<file path="src/rtl/vga_vline_sched_if.sv">
// Host descriptor write port and drawn-line outputs of the vertical-line scheduler.
interface vga_vline_sched_if #(
  parameter int AW = 4
);
  logic          cfg_we;
  logic [AW-1:0] cfg_addr;
  logic          cfg_en;
  logic [9:0]    cfg_x;
  logic [9:0]    cfg_y0;
  logic [9:0]    cfg_y1;
  logic [4:0]    cfg_colour;
  logic [1:0]    cfg_dot_mode;
  logic [9:0]    vl_x;
  logic [9:0]    vl_y0;
  logic [9:0]    vl_y1;
  logic [4:0]    vl_colour;
  logic [1:0]    vl_dot_mode;

  modport master (
    output cfg_we, cfg_addr, cfg_en, cfg_x, cfg_y0, cfg_y1, cfg_colour, cfg_dot_mode,
    input  vl_x, vl_y0, vl_y1, vl_colour, vl_dot_mode
  );

  modport slave (
    input  cfg_we, cfg_addr, cfg_en, cfg_x, cfg_y0, cfg_y1, cfg_colour, cfg_dot_mode,
    output vl_x, vl_y0, vl_y1, vl_colour, vl_dot_mode
  );
endinterface

</file>
<file path="src/rtl/vga_vline_sched.sv">
// Time-shares one vga_vline unit across a descriptor table: N_ENTRIES-cycle scan per line,
// then registered presentation of active entries; no backpressure. VGA_VLINE_SCHED_STATS_EN adds drop_cnt.
module vga_vline_sched #(
  parameter int N_ENTRIES = 16,
  parameter int AW        = 4
) (
  input  logic              clk,
  input  logic              rst_n,
  input  logic [9:0]        pix_x,
  input  logic [9:0]        pix_y,
  input  logic              line_start,
  input  logic              frame_start,
  vga_vline_sched_if.slave  bus,
  output logic              sched_busy,
`ifdef VGA_VLINE_SCHED_STATS_EN
  output logic [15:0]       drop_cnt,
`endif
  output logic              scan_overrun
);

  typedef struct packed {
    logic [9:0] x;
    logic [9:0] y0;
    logic [9:0] y1;
    logic [4:0] colour;
    logic [1:0] dot_mode;
  } line_t;

  typedef struct packed {
    logic  en;
    line_t ln;
  } desc_t;

  localparam logic [1:0] IDLE = 2'd0;
  localparam logic [1:0] SCAN = 2'd1;
  localparam logic [1:0] DRAW = 2'd2;

  localparam line_t IDLE_LINE = '{x: 10'h3FF, y0: 10'd0, y1: 10'd0, colour: 5'd0, dot_mode: 2'd0};

  desc_t         shadow [N_ENTRIES];
  desc_t         live   [N_ENTRIES];
  line_t         act    [N_ENTRIES];

  logic [1:0]    state;
  logic [9:0]    ly;
  logic [AW-1:0] idx;
  logic [AW:0]   act_cnt;
  logic [AW:0]   ptr;
  line_t         vl;

  desc_t         cur;
  logic          hit;
  logic          last;
  logic [AW:0]   act_cnt_nxt;
  line_t         first_line;
  logic [AW:0]   ptr_nxt;
  line_t         next_line;
  logic          advance;

  assign cur         = live[idx];
  assign hit         = cur.en && (cur.ln.y0 <= ly) && (ly <= cur.ln.y1);
  assign last        = (idx == AW'(N_ENTRIES - 1));
  assign act_cnt_nxt = act_cnt + {{AW{1'b0}}, hit};
  // The final scanned entry may land in act[0] on the same edge that DRAW loads it.
  assign first_line  = (act_cnt == '0) ? cur.ln : act[0];
  assign ptr_nxt     = ptr + 1'b1;
  assign next_line   = (ptr_nxt < act_cnt) ? act[ptr_nxt[AW-1:0]] : IDLE_LINE;
  assign advance     = (state == DRAW) && (ptr < act_cnt) && (pix_x >= vl.x);

  assign sched_busy      = (state == SCAN);
  assign bus.vl_x        = vl.x;
  assign bus.vl_y0       = vl.y0;
  assign bus.vl_y1       = vl.y1;
  assign bus.vl_colour   = vl.colour;
  assign bus.vl_dot_mode = vl.dot_mode;

  always_ff @(posedge clk or negedge rst_n) begin
    if (!rst_n) begin
      for (int i = 0; i < N_ENTRIES; i++) begin
        shadow[i] <= '0;
        live[i]   <= '0;
      end
    end else begin
      // Live copy takes the shadow as it stood before any same-cycle host write.
      if (frame_start) begin
        for (int i = 0; i < N_ENTRIES; i++) live[i] <= shadow[i];
      end
      if (bus.cfg_we) begin
        shadow[bus.cfg_addr] <= '{en: bus.cfg_en,
                                  ln: '{x: bus.cfg_x, y0: bus.cfg_y0, y1: bus.cfg_y1,
                                        colour: bus.cfg_colour, dot_mode: bus.cfg_dot_mode}};
      end
    end
  end

  always_ff @(posedge clk) begin
    if ((state == SCAN) && !line_start && hit) act[act_cnt[AW-1:0]] <= cur.ln;
  end

  always_ff @(posedge clk or negedge rst_n) begin
    if (!rst_n) begin
      state        <= IDLE;
      ly           <= '0;
      idx          <= '0;
      act_cnt      <= '0;
      ptr          <= '0;
      vl           <= IDLE_LINE;
      scan_overrun <= 1'b0;
    end else begin
      case (state)
        IDLE: begin
          if (line_start) begin
            state   <= SCAN;
            ly      <= pix_y;
            idx     <= '0;
            act_cnt <= '0;
          end
        end
        SCAN: begin
          if (line_start) begin
            ly           <= pix_y;
            idx          <= '0;
            act_cnt      <= '0;
            scan_overrun <= 1'b1;
          end else begin
            act_cnt <= act_cnt_nxt;
            if (last) begin
              state <= DRAW;
              ptr   <= '0;
              vl    <= (act_cnt_nxt == '0) ? IDLE_LINE : first_line;
            end else begin
              idx <= idx + 1'b1;
            end
          end
        end
        DRAW: begin
          if (line_start) begin
            state   <= SCAN;
            ly      <= pix_y;
            idx     <= '0;
            act_cnt <= '0;
            vl      <= IDLE_LINE;
          end else if (advance) begin
            ptr <= ptr_nxt;
            vl  <= next_line;
          end
        end
        default: state <= IDLE;
      endcase
    end
  end

`ifdef VGA_VLINE_SCHED_STATS_EN
  always_ff @(posedge clk or negedge rst_n) begin
    if (!rst_n) begin
      drop_cnt <= '0;
    end else if (frame_start) begin
      drop_cnt <= '0;
    end else if (advance && (pix_x > vl.x) && (drop_cnt != 16'hFFFF)) begin
      drop_cnt <= drop_cnt + 16'd1;
    end
  end
`endif

endmodule

</file>
<file path="src/flat_wrapper.sv">
// flat-port wrapper written by rule: the top's interface ports become plain ports
module vga_vline_sched_flat 
#(
  parameter int N_ENTRIES = 16,
  parameter int AW        = 4
)
  (clk, rst_n, pix_x, pix_y, line_start, frame_start, sched_busy, scan_overrun, bus_cfg_we, bus_cfg_addr, bus_cfg_en, bus_cfg_x, bus_cfg_y0, bus_cfg_y1, bus_cfg_colour, bus_cfg_dot_mode, bus_vl_x, bus_vl_y0, bus_vl_y1, bus_vl_colour, bus_vl_dot_mode);
  vga_vline_sched_if #(.AW(AW)) bus_i ();
  input  logic clk;
  input  logic rst_n;
  input  logic [9:0] pix_x;
  input  logic [9:0] pix_y;
  input  logic line_start;
  input  logic frame_start;
  output logic sched_busy;
  output logic scan_overrun;
  input wire logic [$bits(bus_i.cfg_we)-1:0] bus_cfg_we;
  input wire logic [$bits(bus_i.cfg_addr)-1:0] bus_cfg_addr;
  input wire logic [$bits(bus_i.cfg_en)-1:0] bus_cfg_en;
  input wire logic [$bits(bus_i.cfg_x)-1:0] bus_cfg_x;
  input wire logic [$bits(bus_i.cfg_y0)-1:0] bus_cfg_y0;
  input wire logic [$bits(bus_i.cfg_y1)-1:0] bus_cfg_y1;
  input wire logic [$bits(bus_i.cfg_colour)-1:0] bus_cfg_colour;
  input wire logic [$bits(bus_i.cfg_dot_mode)-1:0] bus_cfg_dot_mode;
  output wire logic [$bits(bus_i.vl_x)-1:0] bus_vl_x;
  output wire logic [$bits(bus_i.vl_y0)-1:0] bus_vl_y0;
  output wire logic [$bits(bus_i.vl_y1)-1:0] bus_vl_y1;
  output wire logic [$bits(bus_i.vl_colour)-1:0] bus_vl_colour;
  output wire logic [$bits(bus_i.vl_dot_mode)-1:0] bus_vl_dot_mode;
  assign bus_i.cfg_we = bus_cfg_we;
  assign bus_i.cfg_addr = bus_cfg_addr;
  assign bus_i.cfg_en = bus_cfg_en;
  assign bus_i.cfg_x = bus_cfg_x;
  assign bus_i.cfg_y0 = bus_cfg_y0;
  assign bus_i.cfg_y1 = bus_cfg_y1;
  assign bus_i.cfg_colour = bus_cfg_colour;
  assign bus_i.cfg_dot_mode = bus_cfg_dot_mode;
  assign bus_vl_x = bus_i.vl_x;
  assign bus_vl_y0 = bus_i.vl_y0;
  assign bus_vl_y1 = bus_i.vl_y1;
  assign bus_vl_colour = bus_i.vl_colour;
  assign bus_vl_dot_mode = bus_i.vl_dot_mode;
  vga_vline_sched #(.N_ENTRIES(N_ENTRIES), .AW(AW)) u_core (.clk(clk), .rst_n(rst_n), .pix_x(pix_x), .pix_y(pix_y), .line_start(line_start), .frame_start(frame_start), .bus(bus_i), .sched_busy(sched_busy), .scan_overrun(scan_overrun));
endmodule
</file>
<file path="config.mk">
export PLATFORM = sky130hd
export DESIGN_NAME = vga_vline_sched_flat
export DESIGN_NICKNAME = d
export VERILOG_FILES = /design/src/rtl/vga_vline_sched_if.sv /design/src/rtl/vga_vline_sched.sv /design/src/flat_wrapper.sv
export SDC_FILE = /design/constraint.sdc
export NUM_CORES = 2
export LEC_CHECK = 0
export ABC_AREA = 1
export CAP_MARGIN = 20
export CORE_MARGIN = 1
export CORE_UTILIZATION = 39
export CTS_CLUSTER_SIZE = 25
export DETAILED_ROUTE_END_ITERATION = 8
export HOLD_SLACK_MARGIN = 0.02
export SETUP_SLACK_MARGIN = 0.15
export SYNTH_ARGS = -nofsm -noshare
export SYNTH_HDL_FRONTEND = slang
export SYNTH_SLANG_ARGS = --single-unit
</file>
<file path="constraint.sdc">
create_clock -name clk -period 5.7 [get_ports clk]
set_input_delay 0.855 -clock clk [delete_from_list [all_inputs] [get_ports clk]]
set_output_delay 0.855 -clock clk [all_outputs]
set_load 0.005 [all_outputs]
</file>
==> impl_metrics.toml <==
[global_routing]
use_met2_pct = 37.86
grt_use_met3_pct = 2.772
overflow = 0
grt_pass1_vias = 56400
grt_pass1_wl_um = 353700
track_usage_pct = 22.71
use_met1_pct = 30.25
antenna_found_initial = 3
grt_max_degree = 160
busiest_layer = "met2"

[clock_network]
h-tree-depth = 4
clkSinkCount = 1872
clockRootBuffer = "clkbuf_16"
clockBufferDepth = 3
tritoncts = "yes"
clk_pin_slew_ns = 0.06
numCtsBuffers = 192
post_cts_buffers = 0
clk_latency_ns = 0.85

[timing]
slew_violations = 0
fin_crit_ns = 5.146
fin_crit_sh_pct = 90.28
slew_headroom_pct = 21.51
setup_viol = 0
setup_tns_ns = 0
tightestPinTransition_ns = 1.177
rsz0062_at_grt = "false"
finalHoldViolations = 0
finalClockSkew_ns = 0.05766
max_freq_mhz = 194.3

[yosys]
netlist_instances = 8476
avgSynthCellArea_sq_um = 9.301
ys_ff_latch = 1872
ys_seq_area_share_pct = 63.20
synth_area_leaders = "dfrtp_1 40%, edfxtp_1 23%, nand2_1 13%"
yosys_warnings = 0
synth_area_sq_um = 78830
synth_cell_types = 38
netlist.area_leader.share_pct = 40.31
synth_top_area_cell = "dfrtp_1"
synth_nets = 8585

[routing]
wl_um = 231600
post_drt_wl_per_cell_um = 20.74
drtIter0Drc = 6112
drc_errors = 0
final_antenna_net_count = 0
dr.pass1.iters = 6
via_count = 58190
drt-vias-per-instance = 5.211

[die]
std_cell_rows = 164
pin_count = 106
start_util_pct = 39.36
core-area_sq_um = 200300
die_w_um = 451.6
dieHeight_um = 451.6
dieArea_sq_um = 203900

[power_and_ir_drop]
power_density_nw_per_um2 = 395.6
vdd_drop_max_mv = 0.3147
leakagePower_nw = 40.13

[critical_path]
end_kind = "flop"
cp-start-kind = "flop"
critPathMaxStageDelay_ns = 0.50
worst_ep_arrival_time_ns = 5.89
crit_slowest_cell = "buf_4"
path_class = "reg2reg"
critPathMaxFanout = 75
cp.required_ns = 6.44

[cells_and_area]
area_growth_pct = 12.97
finish.utilization_pct = 44.47
regArea_sq_um = 49840
n_fill_cell = 19150
final_common_cell = "nand2_1"
drive_gt1_share_pct = 6.570
final_cell_mix = "2626 x nand2_1, 1265 x dfrtp_1, 1232 x o21ai_0, 1035 x nand3_1, 791 x inv_1"
fin_nets = 8457
final_area_sq_um = 89060
multiInputGateArea_sq_um = 23840

[placed_design]
routabilityCongestion = 0.8602
port_buffers = 105
placed_area_sq_um = 82570
dp_hpwl_um = 132900

[run]
drv_cap = 0

[run_status]
status = "finished, final reports clean"

[worst_hold_path]
hp-class = "reg2reg"
[report_power, final]
part / leakage [nW] / internal, W / switching [W]
logic: 15.2 / 0.00176 / 0.00403
registers: 21.7 / 0.0159 / 0.000781
clock network: 3.16 / 0.00729 / 0.00543
total: 40.1 / 0.0250 / 0.0102
[cell usage after synthesis]
library cell / count
nand2_2: 1
dfrtp_1: 1270
edfxtp_1: 592
nor2_4: 1
dfstp_2: 10
xor2_1: 5
nor3_2: 1
buf_1: 36
clkinv_1: 2
nand3_1: 1039
nor3_1: 16
clkbuf_1: 335
buf_2: 180
nor2_2: 1
xnor2_2: 1
nand4_1: 13
nor2_1: 94
nand3_2: 1
a21o_1: 3
buf_4: 15
a211o_1: 1
nand4_2: 1
inv_2: 4
a21oi_1: 32
o211ai_1: 43
a22oi_1: 1
inv_1: 795
o21ai_0: 1232
mux2_2: 37
ha_1: 42
nand2_1: 2639
xnor2_1: 2
or2_2: 19
o21ai_1: 1
o21bai_1: 2
buf_6: 4
o22ai_1: 4
and3_1: 1
[cell families (layout without fill, tap and decap cells)]
group	count (synthesis)	after routing	synth area share (%)
other	0	1	0
buffers and inverters	1371	1404	6.923
and+or+nand+nor	3827	3827	20.04
DFF	1872	1872	63.20
adders and majority gates	42	42	0.6666
muxes	37	37	0.5285
AOI/OAI and AO/OA	1319	1319	8.541
xor gates and xnor gates	8	8	0.09841
[per-layer routing]
metal  routed length (um)  share of wire [%]  vias to the layer above
met1                99680                 43                    28920
met5                   13             0.0056                        -
met4                 8757                3.8                        2
li1                     -                  -                    27250
met3                12530                5.4                      338
met2               110600                 48                     1677
[critical path: cells and delay by family, from the launching register on]
family                     cells  cell delay, ns
and+or+nand+nor               15            1.69
DFF                            1            0.47
buffers and inverters          6            1.61
xor gates and xnor gates       1            0.22
adders and majority gates      3            0.73
AOI/OAI and AO/OA              2            0.28
[through the flow]
| stage | setup WS (ns) | hold WS (ns) | instances | total power [W] |
|---|---|---|---|---|
| after floorplan | 0.08634 | 0.4476 | 8476 | 0.02037 |
| after global placement | 0.5976 | 0.4542 | 10810 | 0.02254 |
| after detailed placement | 0.5822 | 0.4544 | 10810 | 0.02273 |
| after CTS | 0.5789 | 0.4537 | 11160 | 0.03546 |
| after global routing | 0.1846 | 0.4940 | 11170 | 0.03694 |
| final | 0.5540 | 0.4610 | 11170 | 0.03524 |
[final timing paths]
check	start	endpoint	slack [ns]	depth (start not counted)
setup / recovery	u_core.idx[0]	u_core.bus.vl_y0[5]	0.55	27
hold / removal	u_core.shadow[90]	u_core.live[90]	0.46	2
setup reg to reg	u_core.idx[0]	u_core.bus.vl_y0[5]	0.55	27
hold reg to reg	u_core.shadow[90]	u_core.live[90]	0.46	2
max in group asynchronous	rst_n	u_core.ptr[0]	3.56	3
min in group asynchronous	rst_n	u_core.live[566]	0.65	2
[sequential cells by signal, summed over array words and instances (netlist names)]
signal	flops
u_core.state	2
u_core.bus.vl_colour	5
u_core.bus.vl_y0	10
u_core.ly	10
u_core.idx	4
u_core.act	592
u_core.live	608
u_core.scan_overrun	1
u_core.ptr	5
u_core.bus.vl_x	10
u_core.shadow	608
u_core.act_cnt	5
u_core.bus.vl_dot_mode	2
u_core.bus.vl_y1	10
[repair_timing]
item                                   CTS  global route
resized for setup                        0             3
hold buffers                             1             0
endpoints found under the hold margin   89             0
setup endpoints to repair                0            19
[area by class of cell]
cell class              instances  area share [%]
well taps                    2656           3.731
inverters                     801           3.410
multi-input cells            5233           26.77
clock buffers                 293           6.339
repair buffers                248           2.898
diodes                          1        0.002810
flip-flops and latches       1872           55.96
clock inverters                62          0.8865
Note: power is estimated with default switching activity, not from simulation.
